## config.mk

```make
export PLATFORM = sky130hd
export DESIGN_NAME = vga_image_scanout
export DESIGN_NICKNAME = d
export VERILOG_FILES = /design/src/rtl/vga_image_scanout_pkg.sv /design/src/rtl/vga_image_scanout_timing.sv /design/src/rtl/vga_image_scanout.sv
export SDC_FILE = /design/constraint.sdc
export NUM_CORES = 1
export LEC_CHECK = 0
export BUFFER_PORTS_ARGS = -buffer_cell sky130_fd_sc_hd__buf_2
export CAP_MARGIN = 0
export CORE_MARGIN = 1
export CORE_UTILIZATION = 50
export DETAILED_ROUTE_END_ITERATION = 10
export PLACE_DENSITY = 0.72
export REMOVE_ABC_BUFFERS = 1
export SLEW_MARGIN = 25
export SYNTH_ARGS = -nofsm -noshare
export SYNTH_HDL_FRONTEND = slang
export SYNTH_SLANG_ARGS = --single-unit
```

## constraint.sdc

```tcl
create_clock -name clk -period 6 [get_ports clk]
set_input_delay 0.6 -clock clk [delete_from_list [all_inputs] [get_ports clk]]
set_output_delay 0.6 -clock clk [all_outputs]
set_load 0.02 [all_outputs]
```

## src/rtl/vga_image_scanout_pkg.sv

```systemverilog
// vga_image_scanout_pkg: 640x480 raster timing, 160x120 source size and zoom geometry,
// shared by the scanout and the decimation stage.
package vga_image_scanout_pkg;
    localparam int H_ACTIVE = 640;
    localparam int H_FP     = 16;
    localparam int H_SYNC   = 96;
    localparam int H_BP     = 48;
    localparam int H_TOTAL  = H_ACTIVE + H_FP + H_SYNC + H_BP;
    localparam int V_ACTIVE = 480;
    localparam int V_FP     = 10;
    localparam int V_SYNC   = 2;
    localparam int V_BP     = 33;
    localparam int V_TOTAL  = V_ACTIVE + V_FP + V_SYNC + V_BP;
    localparam int SRC_W    = 160;
    localparam int SRC_H    = 120;

    typedef struct packed {
        logic [9:0] w;
        logic [9:0] h;
        logic [9:0] x0;
        logic [9:0] y0;
    } img_geom_t;

    function automatic img_geom_t zoom_geom(input logic [2:0] zoom);
        img_geom_t g;
        g.w  = (zoom == 3'd0) ? 10'd40 : (zoom == 3'd1) ? 10'd80 : 10'(SRC_W);
        g.h  = (zoom == 3'd0) ? 10'd30 : (zoom == 3'd1) ? 10'd60 : 10'(SRC_H);
        g.x0 = (10'(H_ACTIVE) - g.w) >> 1;
        g.y0 = (10'(V_ACTIVE) - g.h) >> 1;
        return g;
    endfunction
endpackage

```

## src/rtl/vga_image_scanout_timing.sv

```systemverilog
// vga_timing: free-running 800x525 raster counters with raw, unpipelined sync and active decode.
module vga_timing
    import vga_image_scanout_pkg::*;
(
    input  logic       clk,
    input  logic       reset,
    output logic [9:0] o_h_cnt,
    output logic [9:0] o_v_cnt,
    output logic       o_hs_n,
    output logic       o_vs_n,
    output logic       o_active,
    output logic       o_origin
);
    logic [9:0] r_h_cnt, r_v_cnt;
    logic       w_h_last, w_v_last;

    assign w_h_last = r_h_cnt == 10'(H_TOTAL - 1);
    assign w_v_last = r_v_cnt == 10'(V_TOTAL - 1);

    always_ff @(posedge clk or posedge reset) begin
        if (reset) begin
            r_h_cnt <= '0;
            r_v_cnt <= '0;
        end else begin
            r_h_cnt <= w_h_last ? '0 : r_h_cnt + 10'd1;
            if (w_h_last)
                r_v_cnt <= w_v_last ? '0 : r_v_cnt + 10'd1;
        end
    end

    assign o_h_cnt  = r_h_cnt;
    assign o_v_cnt  = r_v_cnt;
    assign o_hs_n   = !(r_h_cnt >= 10'(H_ACTIVE + H_FP) && r_h_cnt < 10'(H_ACTIVE + H_FP + H_SYNC));
    assign o_vs_n   = !(r_v_cnt >= 10'(V_ACTIVE + V_FP) && r_v_cnt < 10'(V_ACTIVE + V_FP + V_SYNC));
    assign o_active = r_h_cnt < 10'(H_ACTIVE) && r_v_cnt < 10'(V_ACTIVE);
    assign o_origin = r_h_cnt == '0 && r_v_cnt == '0;
endmodule

```

## src/rtl/vga_image_scanout.sv

```systemverilog
// vga_image_scanout: centres a zoom-selected greyscale frame-buffer image on a 640x480 VGA raster.
// Define SCANOUT_BORDER_EN to draw a one-pixel BORDER_COLOR outline around the image.
module vga_image_scanout
    import vga_image_scanout_pkg::*;
#(
    parameter int         FB_ADDR_W    = 19,
    parameter logic [7:0] BORDER_COLOR = 8'hFF
) (
    input  logic                 clk,
    input  logic                 reset,
    input  logic [2:0]           zoom_level,
    input  logic                 frame_done,
    input  logic [7:0]           fb_data,
    output logic [FB_ADDR_W-1:0] fb_addr,
    output logic [7:0]           vga_r,
    output logic [7:0]           vga_g,
    output logic [7:0]           vga_b,
    output logic                 vga_hs,
    output logic                 vga_vs,
    output logic                 vga_blank_n,
    output logic                 frame_start
);
    logic [9:0]           w_h, w_v;
    logic                 w_hs_n, w_vs_n, w_active, w_origin;
    img_geom_t            w_geom;
    logic                 w_in_img, w_last;
    logic [7:0]           w_ring_pix, w_pix;
    logic [FB_ADDR_W-1:0] r_addr;
    logic [2:0]           r_zoom;
    logic                 r_buf_valid, r_frame_valid;
    logic                 r_s1_blank_n, r_s1_hs, r_s1_vs, r_s1_fs, r_s1_pix;

    vga_timing u_timing (
        .clk      (clk),
        .reset    (reset),
        .o_h_cnt  (w_h),
        .o_v_cnt  (w_v),
        .o_hs_n   (w_hs_n),
        .o_vs_n   (w_vs_n),
        .o_active (w_active),
        .o_origin (w_origin)
    );

    // Geometry comes from the zoom latched at the frame origin, so mid-frame changes wait a frame.
    assign w_geom   = zoom_geom(r_zoom);
    assign w_in_img = w_h >= w_geom.x0 && w_h < w_geom.x0 + w_geom.w &&
                      w_v >= w_geom.y0 && w_v < w_geom.y0 + w_geom.h;
    assign w_last   = w_h == w_geom.x0 + w_geom.w - 10'd1 && w_v == w_geom.y0 + w_geom.h - 10'd1;
    assign fb_addr  = r_addr;

    always_ff @(posedge clk or posedge reset) begin
        if (reset) begin
            r_addr        <= '0;
            r_zoom        <= 3'd2;
            r_buf_valid   <= 1'b0;
            r_frame_valid <= 1'b0;
        end else begin
            if (frame_done)
                r_buf_valid <= 1'b1;
            if (w_origin) begin
                r_zoom        <= zoom_level;
                r_frame_valid <= r_buf_valid | frame_done;
                r_addr        <= '0;
            end else if (w_in_img && !w_last) begin
                r_addr <= r_addr + FB_ADDR_W'(1);
            end
        end
    end

`ifdef SCANOUT_BORDER_EN
    logic w_ring, r_s1_ring;
    assign w_ring = !w_in_img &&
                    w_h >= w_geom.x0 - 10'd1 && w_h <= w_geom.x0 + w_geom.w &&
                    w_v >= w_geom.y0 - 10'd1 && w_v <= w_geom.y0 + w_geom.h;
    always_ff @(posedge clk or posedge reset) begin
        if (reset)
            r_s1_ring <= 1'b0;
        else
            r_s1_ring <= w_ring;
    end
    assign w_ring_pix = r_s1_ring ? BORDER_COLOR : 8'h00;
`else
    assign w_ring_pix = BORDER_COLOR & 8'h00;
`endif

    assign w_pix = !r_s1_blank_n ? 8'h00 : r_s1_pix ? fb_data : w_ring_pix;

    // Stage 1 aligns with the RAM read, stage 2 with the returned pixel.
    always_ff @(posedge clk or posedge reset) begin
        if (reset) begin
            r_s1_blank_n <= 1'b0;
            r_s1_hs      <= 1'b1;
            r_s1_vs      <= 1'b1;
            r_s1_fs      <= 1'b0;
            r_s1_pix     <= 1'b0;
            vga_r        <= 8'h00;
            vga_g        <= 8'h00;
            vga_b        <= 8'h00;
            vga_hs       <= 1'b1;
            vga_vs       <= 1'b1;
            vga_blank_n  <= 1'b0;
            frame_start  <= 1'b0;
        end else begin
            r_s1_blank_n <= w_active;
            r_s1_hs      <= w_hs_n;
            r_s1_vs      <= w_vs_n;
            r_s1_fs      <= w_origin;
            r_s1_pix     <= w_in_img && r_frame_valid;
            vga_r        <= w_pix;
            vga_g        <= w_pix;
            vga_b        <= w_pix;
            vga_hs       <= r_s1_hs;
            vga_vs       <= r_s1_vs;
            vga_blank_n  <= r_s1_blank_n;
            frame_start  <= r_s1_fs;
        end
    end
endmodule
```

* Word level (Yosys, flattened, before mapping) *
Cells that the tools add are included.

cells by class
  bitwise operators = 1
  equal/unequal tests = 5
  multiplexer cells = 10
  reduce and logical (&&, ||, !) cells = 17
  add/sub/neg operators = 9
  $lt $le $gt $ge = 10

operator list
  cell                                                          number
  2-to-1 mux 19 bit                                             2
  2-to-1 mux 8 bit                                              4
  adder 10 x 1 -> 10 bit (second input constant)                2
  == test 10 bit                                                2
  == test 10 bit (second input constant)                        2
  >= comparator 10 x 9 -> 1 bit                                 2
  logical NOT 10 bit                                            2
  less-than comparator 10 bit                                   2
  less-than comparator 10 bit (second input constant)           2
  less-than comparator 10 x 9 -> 1 bit (second input constant)  2
  2-to-1 mux 10 bit                                             2
  subtractor 10 x 1 -> 10 bit (second input constant)           2
  adder 19 x 1 -> 19 bit (second input constant)                1
  2-to-1 mux 7 bit                                              2
  adder 9 x 7 -> 10 bit                                         1
  adder 9 x 8 -> 10 bit                                         1
  >= comparator 10 bit (second input constant)                  1
  >= comparator 10 x 9 -> 1 bit (second input constant)         1
  logical AND 1 bit                                             10
  subtractor 10 x 8 -> 10 bit (first input constant)            1
  subtractor 9 x 7 -> 10 bit (first input constant)             1
  == test 3 x 1 -> 1 bit (second input constant)                1
  logical NOT 1 bit                                             3
  logical NOT 3 bit                                             1
  2 further kinds                                               2

storage, ports and cells
  register bits = 61
  logic and storage cells = 68

* Logic depth before layout (Yosys ltp) *
Gate-level depths: netlist (run 1).

  word-level depth = 12
  mapped depth = 13
  gate-level depth less buffers = 12

* By module *
A second synthesis (run 1) with hierarchy kept.

second synthesis, totals
  cells, all modules = 374
  area total of the unflattened synthesis = 3732.3 sq um

modules (own cells, without submodules)
  module             cells each  times used  area each (sq um)
  vga_image_scanout  265         1           2606.2
  vga_timing         109         1           1126.1

* Worst setup path before layout (run 1) *
No wires, ideal clock.

  path type = register -> register
  from = register r_zoom[2]
  to = register r_addr[17] (netlist: fb_addr[17])
  data arrival time = 2838 ps
  stages on the path, launching flop included = 11
  required time = 5923 ps
  path slack = 3085 ps
  library setup time = 77 ps
  period minus slack after synthesis = 2915 ps
  path buffers = 0
  path through = dfrtp_1 or3_1 inv_1 ha_1 nand2_1 a31oi_1 o2111ai_1 a2111oi_4 nand2_2 or4_1 a21oi_1

between the ends
  longest elaborated chain between the ends = 11
  elaborated cells on any way between the ends = 25
  those cells by class = 6 x add/sub; 4 x order compare; 3 x eq/ne; 4 x mux; 8 x reduce/logical

ends and longest elaborated chain
  what                                                                        RTL line                                                                   source
  start, declared                                                             vga_image_scanout.sv:29                                                    logic [2:0] r_zoom;
  start signal, assigned                                                      vga_image_scanout.sv:61                                                    r_zoom <= zoom_level;
  == test 3 x 1 -> 1 bit                                                      vga_image_scanout_pkg.sv:26, vga_image_scanout_pkg.sv:27
  2-to-1 mux 8 bit or 2-to-1 mux 7 bit (tied branches) (2 in series)          vga_image_scanout_pkg.sv:26, vga_image_scanout_pkg.sv:27
  subtractor 10 x 8 -> 10 bit or subtractor 9 x 7 -> 10 bit (tied branches)   vga_image_scanout_pkg.sv:28, vga_image_scanout_pkg.sv:29
  adder 9 x 8 -> 10 bit or adder 9 x 7 -> 10 bit (tied branches)              vga_image_scanout.sv:46, vga_image_scanout.sv:48, vga_image_scanout.sv:47
  subtractor 10 x 1 -> 10 bit or less-than comparator 10 bit (tied branches)  vga_image_scanout.sv:48, vga_image_scanout.sv:46
  == test 10 bit or logical AND 1 bit (tied branches)                         vga_image_scanout.sv:48, vga_image_scanout.sv:46
  logical AND 1 bit (on tied branches)                                        vga_image_scanout.sv:48, vga_image_scanout.sv:46
  logical NOT 1 bit or logical AND 1 bit (tied branches)                      vga_image_scanout.sv:64, vga_image_scanout.sv:47
  logical AND 1 bit (*)                                                       vga_image_scanout.sv:64                                                    end else if (w_in_img && !w_last) begin
  nonzero test 2 bit (no line) (*)                                            -
  end signal, assigned                                                        vga_image_scanout.sv:65                                                    r_addr <= r_addr + FB_ADDR_W'(1);
  end, declared                                                               vga_image_scanout.sv:28                                                    logic [FB_ADDR_W-1:0] r_addr;

Every way passes the cells marked *; elsewhere a longest branch is shown, timed or not.
A chain may end at the register's enable or synchronous reset.

* Final worst setup path (run 1) *
Same ends and word-level chain as after synthesis.

==> impl_metrics.sql, run 1 <==
INSERT INTO impl_metrics (metric_group, metric, value, unit) VALUES
('cts', 'cts_htree_levels', '3', ''),
('setup_path', 'crit_arrival', '3700', 'ps'),
('pwr', 'worst_ir_drop_vdd', '0.0001303', 'V'),
('grt', 'total_routing_usage_gr', '21.61', '%'),
('setup_path', 'worst_path_max_delay_cell', 'a2111oi_4', ''),
('sta', 'max_freq', '291.1', 'MHz'),
('cts', 'cts_made_buffers', '9', ''),
('placed_design', 'gp_congestion', '0.9013', ''),
('cts', 'clock_sinks', '61', ''),
('synthesis', 'ys.flop_type', 'dfrtp_1', ''),
('pwr', 'p_sw', '0.1893', 'mW'),
('synthesis', 'dominant_combinational_cell_family_by_area_after_synthesis', 'simple AND/OR/NAND/NOR gates', ''),
('synthesis', 'synth-adder-area-share', '11.61', '%'),
('setup_path', 'worst_path_largest_cell_delay', '590', 'ps'),
('routing', 'route.antenna.remaining_nets', '0', ''),
('routing', 'drt_iter0_markers', '160', ''),
('pwr', 'power.density', '200.6', 'mW/mm2'),
('routing', 'average_wire_length_per_cell_after_detail_routing', '14.64', 'um'),
('grt', 'grt_first_pass_wirelength', '12600', 'um'),
('cts', 'clk_transition_reported_paths', '70', 'ps'),
('sta', 'min_period_over_period', '57.25', '%'),
('sta', 'slew_violations', '0', ''),
('floorplan', 'io_count', '61', ''),
('sta', 'slew-limit-headroom', '50.77', '%'),
('pwr', 'power_frac_clock', '45.7', '%'),
('cts', 'hold_buffers', '0', ''),
('sta', 'setup-tns-final', '0', 'ps'),
('sta', 'finalHoldViolCount', '0', ''),
('cts', 'tritoncts', 'built', ''),
('synthesis', 'yosysTopAreaCell', 'dfrtp_1', ''),
('setup_path', 'critical-path-top-delay-family', 'simple AND/OR/NAND/NOR gates', ''),
('floorplan', 'die-area', '0.007676', 'mm2'),
('sta', 'finalCriticalPeriod', '3435', 'ps'),
('cts', 'cts_repair_resize_count', '0', ''),
('routing', 'vias_per_cell', '5.619', ''),
('setup_path', 'critPathBufInv', '1', ''),
('pwr', 'seqPwrFrac', '50.0', '%'),
('pwr', 'sw_frac_of_total', '22.81', '%'),
('setup_path', 'crit_chain', 'or3_1 > inv_1 > ha_1 > nand2_1 > a31oi_1 > o2111ai_1 > a2111oi_4 > nand2_2 > or4_1 > a21oi_1', ''),
('layout', 'syn2layout_area_growth', '12.91', '%'),
('sta', 'worst_slew_pin_slew', '738.4', 'ps'),
('setup_path', 'worst-endpoint-required', '6270', 'ps'),
('synthesis', 'synth_seq_cells', '61', ''),
('placed_design', 'hpwl', '5522', 'um'),
('sta', 'setup_repair_after_global_routing_missed_its_margin', 'no', ''),
('synthesis', 'synth.yosys.warnings', '0', ''),
('synthesis', 'syn-cell-area', '0.003665', 'mm2'),
('synthesis', 'synthMuxAreaShare', '1.502', '%'),
('synthesis', 'synth_xor_xnor_area_share', '4.541', '%'),
('grt', 'antenna_found_initial', '0', ''),
('run', 'drv.max_cap_violation_count', '0', ''),
('floorplan', 'core_footprint', '0.006944', 'mm2'),
('synthesis', 'main_area_contributors_after_synthesis', 'dfrtp_1 38%, ha_1 12%, buf_4 3.9%', ''),
('pwr', 'p_int', '0.6405', 'mW'),
('layout', 'layout.filler_cells', '612', ''),
('sta', 'worst_clock_skew', '11.85', 'ps'),
('cts', 'ctsLongestPathBuffers', '2', ''),
('sta', 'setup-violations-final', '0', ''),
('setup_path', 'crit_path_end_kind', 'flip-flop', ''),
('floorplan', 'chipWidth', '87.61', 'um'),
('pwr', 'power_leakage', '2.107', 'nW'),
('placed_design', 'numPlacedInstances', '501', ''),
('layout', 'stdcell_count', '517', ''),
('synthesis', 'yosys.cell_count.top_type', 'dfrtp_1', ''),
('synthesis', 'async_reset_ff_share', '100.0', '%'),
('pwr', 'share_comb_of_total_power', '4.3', '%'),
('worst_hold_path', 'hold_path_class', 'flip-flop to flip-flop', ''),
('setup_path', 'path_max_fanout', '18', ''),
('synthesis', 'synth_simple_gate_area_share', '20.69', '%'),
('status', 'run_status', 'completed', ''),
('synthesis', 'yosys.cell_types.count', '53', '');
-- metal layers --
metal  routed length [um]  global-route usage, %  vias up
met1                 3627                  28.34     1410
met4                  136                  8.942        0
met3                  315                  4.713       13
li1                     -                      -     1409
met5                    0                      0        -
met2                 3491                  34.80       73
-- cell type report --
cell class / instances / area (um2) / area share, %
multi-input cells: 261 / 1877 / 45.36
flip-flops and latches: 61 / 1533 / 37.04
repair buffers: 63 / 322.8 / 7.802
clock buffers: 11 / 151.4 / 3.659
well taps: 96 / 120.1 / 2.903
inverters: 20 / 75.07 / 1.814
clock inverters: 5 / 58.81 / 1.421
-- power by group through the flow --
stage	sequential [mW]	clock [mW]	combinational, mW
3_3_place_gp	0.422	0	0.0344
6_report	0.415	0.379	0.0357
5_1_grt	0.415	0.408	0.0415
4_1_cts	0.415	0.389	0.0358
2_1_floorplan	0.422	0	0.0237
3_5_place_dp	0.422	0	0.0356
-- placed cells by master, fill, tap and decap left out, types with 14 or more instances in the layout --
| master | n |
|---|---|
| buf_2 | 60 |
| dfrtp_1 | 56 |
| ha_1 | 34 |
| nand3_1 | 21 |
| inv_1 | 19 |
| a21oi_1 | 19 |
| o21ai_0 | 18 |
| nor2_1 | 18 |
| nand2_1 | 15 |
| and3_1 | 14 |
-- cell families after synthesis --
group,after synthesis
buffers and inverters,48
other,2
multiplexers,5
adder cells (fa/ha/maj),34
AO/OA/AOI/OAI,68
XOR/XNOR,19
flip-flops,61
AND/OR/NAND/NOR,133
-- worst paths after layout --
kind                            slack (ps)  depth (start not counted)       from             endpoint
min in group asynchronous              470                          3      reset           fb_addr[7]
worst max register to register        2560                         10  r_zoom[2]          fb_addr[17]
worst min-delay path                   360                          0    r_s1_vs               vga_vs
max in group asynchronous             5050                          3      reset  u_timing.o_v_cnt[7]
worst max-delay path                  2560                         10  r_zoom[2]          fb_addr[17]
worst min register to register         360                          0    r_s1_vs               vga_vs
-- registers in the layout (all words and copies together) (netlist names), 3 cells and up --
signal / count
vga_b: 8
fb_addr: 19
u_timing.o_h_cnt: 10
r_zoom: 3
u_timing.o_v_cnt: 10
-- per-stage QoR --
step / area [um2] / power, mW / hold slack [ps] / setup slack [ps] / util, %
after floorplan: 3485 / 0.4457 / 331.2 / 2964 / -
after global placement: 3928 / 0.4568 / 333.9 / 2739 / 56.56
after detailed placement: 3928 / 0.4579 / 347.2 / 2627 / 56.56
after CTS: 4138 / 0.8391 / 356.7 / 2594 / 59.59
after global routing: 4138 / 0.8645 / 360.8 / 2283 / 59.59
final: 4138 / 0.8299 / 355.6 / 2565 / 59.59
No activity file was read; power rests on OpenSTA's default activity.
==> run 2, diff against run 1 <==
- PLACE_DENSITY: 0.72 -> 0.75
- clock period: 6 -> 3 ns (I/O delays scaled with it)
==> impl_metrics.sql, run 2 (same netlist as run 1, synthesis figures left out) <==
INSERT INTO impl_metrics (metric_group, metric, value, unit) VALUES
('cts', 'cts_made_buffers', '9', ''),
('floorplan', 'row_cnt', '30', ''),
('setup_path', 'path_max_fanout', '6', ''),
('sta', 'worst_slew_pin_slew', '549.0', 'ps'),
('layout', 'post_route_cells_drive_above_1_share', '34.67', '%'),
('placed_design', 'gp_congestion', '0.9258', ''),
('sta', 'finalHoldViolCount', '0', ''),
('grt', 'grt_max_degree', '33', ''),
('layout', 'design.final.nets', '493', ''),
('placed_design', 'port_buffers', '60', ''),
('floorplan', 'chipWidth', '87.61', 'um'),
('sta', 'finalCriticalPeriod', '2920', 'ps'),
('sta', 'setup-violations-final', '0', ''),
('setup_path', 'worstSetupStartpointType', 'flip-flop', ''),
('floorplan', 'core_footprint', '0.006944', 'mm2'),
('sta', 'worst_clock_skew', '11.52', 'ps'),
('routing', 'wl', '8911', 'um'),
('setup_path', 'worst-endpoint-required', '3240', 'ps'),
('setup_path', 'crit_arrival', '3160', 'ps'),
('routing', 'average_wire_length_per_cell_after_detail_routing', '16.32', 'um'),
('routing', 'drt_iter0_markers', '127', ''),
('pwr', 'power_leakage', '2.266', 'nW'),
('cts', 'tritoncts', 'built', ''),
('floorplan', 'die_height', '87.61', 'um'),
('routing', 'route.antenna.remaining_nets', '0', ''),
('grt', 'grt_pass1_vias', '2924', ''),
('routing', 'detailroute.via_count', '3139', ''),
('layout', 'n_antenna_cell', '0', ''),
('sta', 'slew_violations', '0', ''),
('run', 'drv.max_cap_violation_count', '0', ''),
('pwr', 'power', '1.681', 'mW'),
('floorplan', 'die-area', '0.007676', 'mm2'),
('pwr', 'worst_ir_drop_vdd', '0.0002037', 'V'),
('cts', 'ctsLongestPathBuffers', '2', ''),
('setup_path', 'worstRegToRegCells', '12', ''),
('pwr', 'power.density', '367.0', 'mW/mm2'),
('cts', 'clk_transition_reported_paths', '80', 'ps'),
('status', 'run_status', 'completed', ''),
('sta', 'timing.final.ws_setup', '79.52', 'ps'),
('routing', 'drc', '0', ''),
('floorplan', 'start_util', '52.77', '%'),
('cts', 'cts_htree_levels', '3', ''),
('setup_path', 'path_class', 'flip-flop to flip-flop', ''),
('sta', 'slew-limit-headroom', '63.09', '%'),
('routing', 'detail_route.first_pass.iterations', '4', ''),
('cts', 'cts.root.buffer_cell', 'clkbuf_8', ''),
('grt', 'total_routing_usage_gr', '23.52', '%'),
('placed_design', 'hpwl', '5953', 'um'),
('floorplan', 'io_count', '61', ''),
('layout', 'mostFrequentLayoutCell', 'buf_2', ''),
('grt', 'antenna_found_initial', '0', ''),
('layout', 'mostFrequentLayoutCells', '60 x buf_2, 55 x dfrtp_1, 27 x ha_1', ''),
('routing', 'vias_per_cell', '5.749', ''),
('sta', 'min_period_over_period', '97.35', '%'),
('worst_hold_path', 'hold_path_class', 'primary input to flip-flop', ''),
('cts', 'clk-insertion-delay-late', '350', 'ps'),
('setup_path', 'crit_path_end_kind', 'flip-flop', ''),
('cts', 'clock_sinks', '61', ''),
('grt', 'grt_first_pass_wirelength', '13670', 'um'),
('sta', 'setup_repair_after_global_routing_missed_its_margin', 'yes', ''),
('worst_hold_path', 'hold-path-cell-count', '2', ''),
('placed_design', 'place_worst_setup_slack', '-113.7', 'ps'),
('layout', 'largest_register_ff_count', '19', ''),
('grt', 'globalRoute.totalOverflow', '0', ''),
('sta', 'max_freq', '342.4', 'MHz'),
('layout', 'syn2layout_area_growth', '24.96', '%');
[run 2: power by group]
part | switching [mW] | internal (mW)
sequential | 0.00463 | 0.826
clock | 0.327 | 0.426
combinational | 0.0545 | 0.0425
[run 2: worst max-delay path: stages, from the launching register on]
cell and delay [ps]:
dfstp_2 620, nor2_4 80, and2_4 170, inv_2 70, ha_2 200, o21ai_0 100, o21ai_1 190, a41oi_2 180
a2111oi_4 460, nand2_2 180, buf_4 200, o31ai_1 260, a21oi_1 90
[run 2: layer usage]
metal  GRT usage [%]  part of all wire (%)
met5               0                     0
met1           28.79                    43
met4           11.03                   3.0
met3           5.372                   4.7
met2           39.49                    49
[run 2: timing repair]
action	in CTS	in global routing
hold endpoints to repair	6	0
endpoints found under the setup margin	8	18
pin swaps	3	30
hold buffers	1	0
resized for setup	5	40
setup buffers	3	6
gates cloned	1	0
[run 2: final timing paths]
check,startpoint,to,slack (ps)
max in group asynchronous,reset,vga_vs,1930
min,frame_done,r_buf_valid,170
min in group asynchronous,reset,fb_addr[18],400
min reg2reg,r_s1_hs,vga_hs,360
max,r_zoom[1],fb_addr[5],80
max reg2reg,r_zoom[1],fb_addr[5],80
[run 2: final cells by class]
| cell class | count | area, um2 |
|---|---|---|
| flip-flops and latches | 61 | 1534 |
| well taps | 96 | 120.1 |
| clock inverters | 4 | 47.55 |
| multi-input cells | 262 | 2088 |
| inverters | 20 | 75.07 |
| clock buffers | 12 | 155.1 |
| repair buffers | 91 | 559.3 |
| fillers | 556 | 2365 |
[run 2: stage by stage]
| step | cell area (um2) | util (%) | std cells | setup TNS, ps | hold slack [ps] |
|---|---|---|---|---|---|
| 2_1_floorplan | 3485 | - | 342 | -109.2 | 331.2 |
| 3_3_place_gp | 4083 | 58.79 | 520 | 0 | 205.3 |
| 3_5_place_dp | 4083 | 58.79 | 520 | -339.9 | 215.0 |
| 4_1_cts | 4348 | 62.61 | 541 | 0 | 172.9 |
| 5_1_grt | 4579 | 65.95 | 546 | -1213 | 176.3 |
| 6_report | 4579 | 65.95 | 546 | 0 | 172.0 |
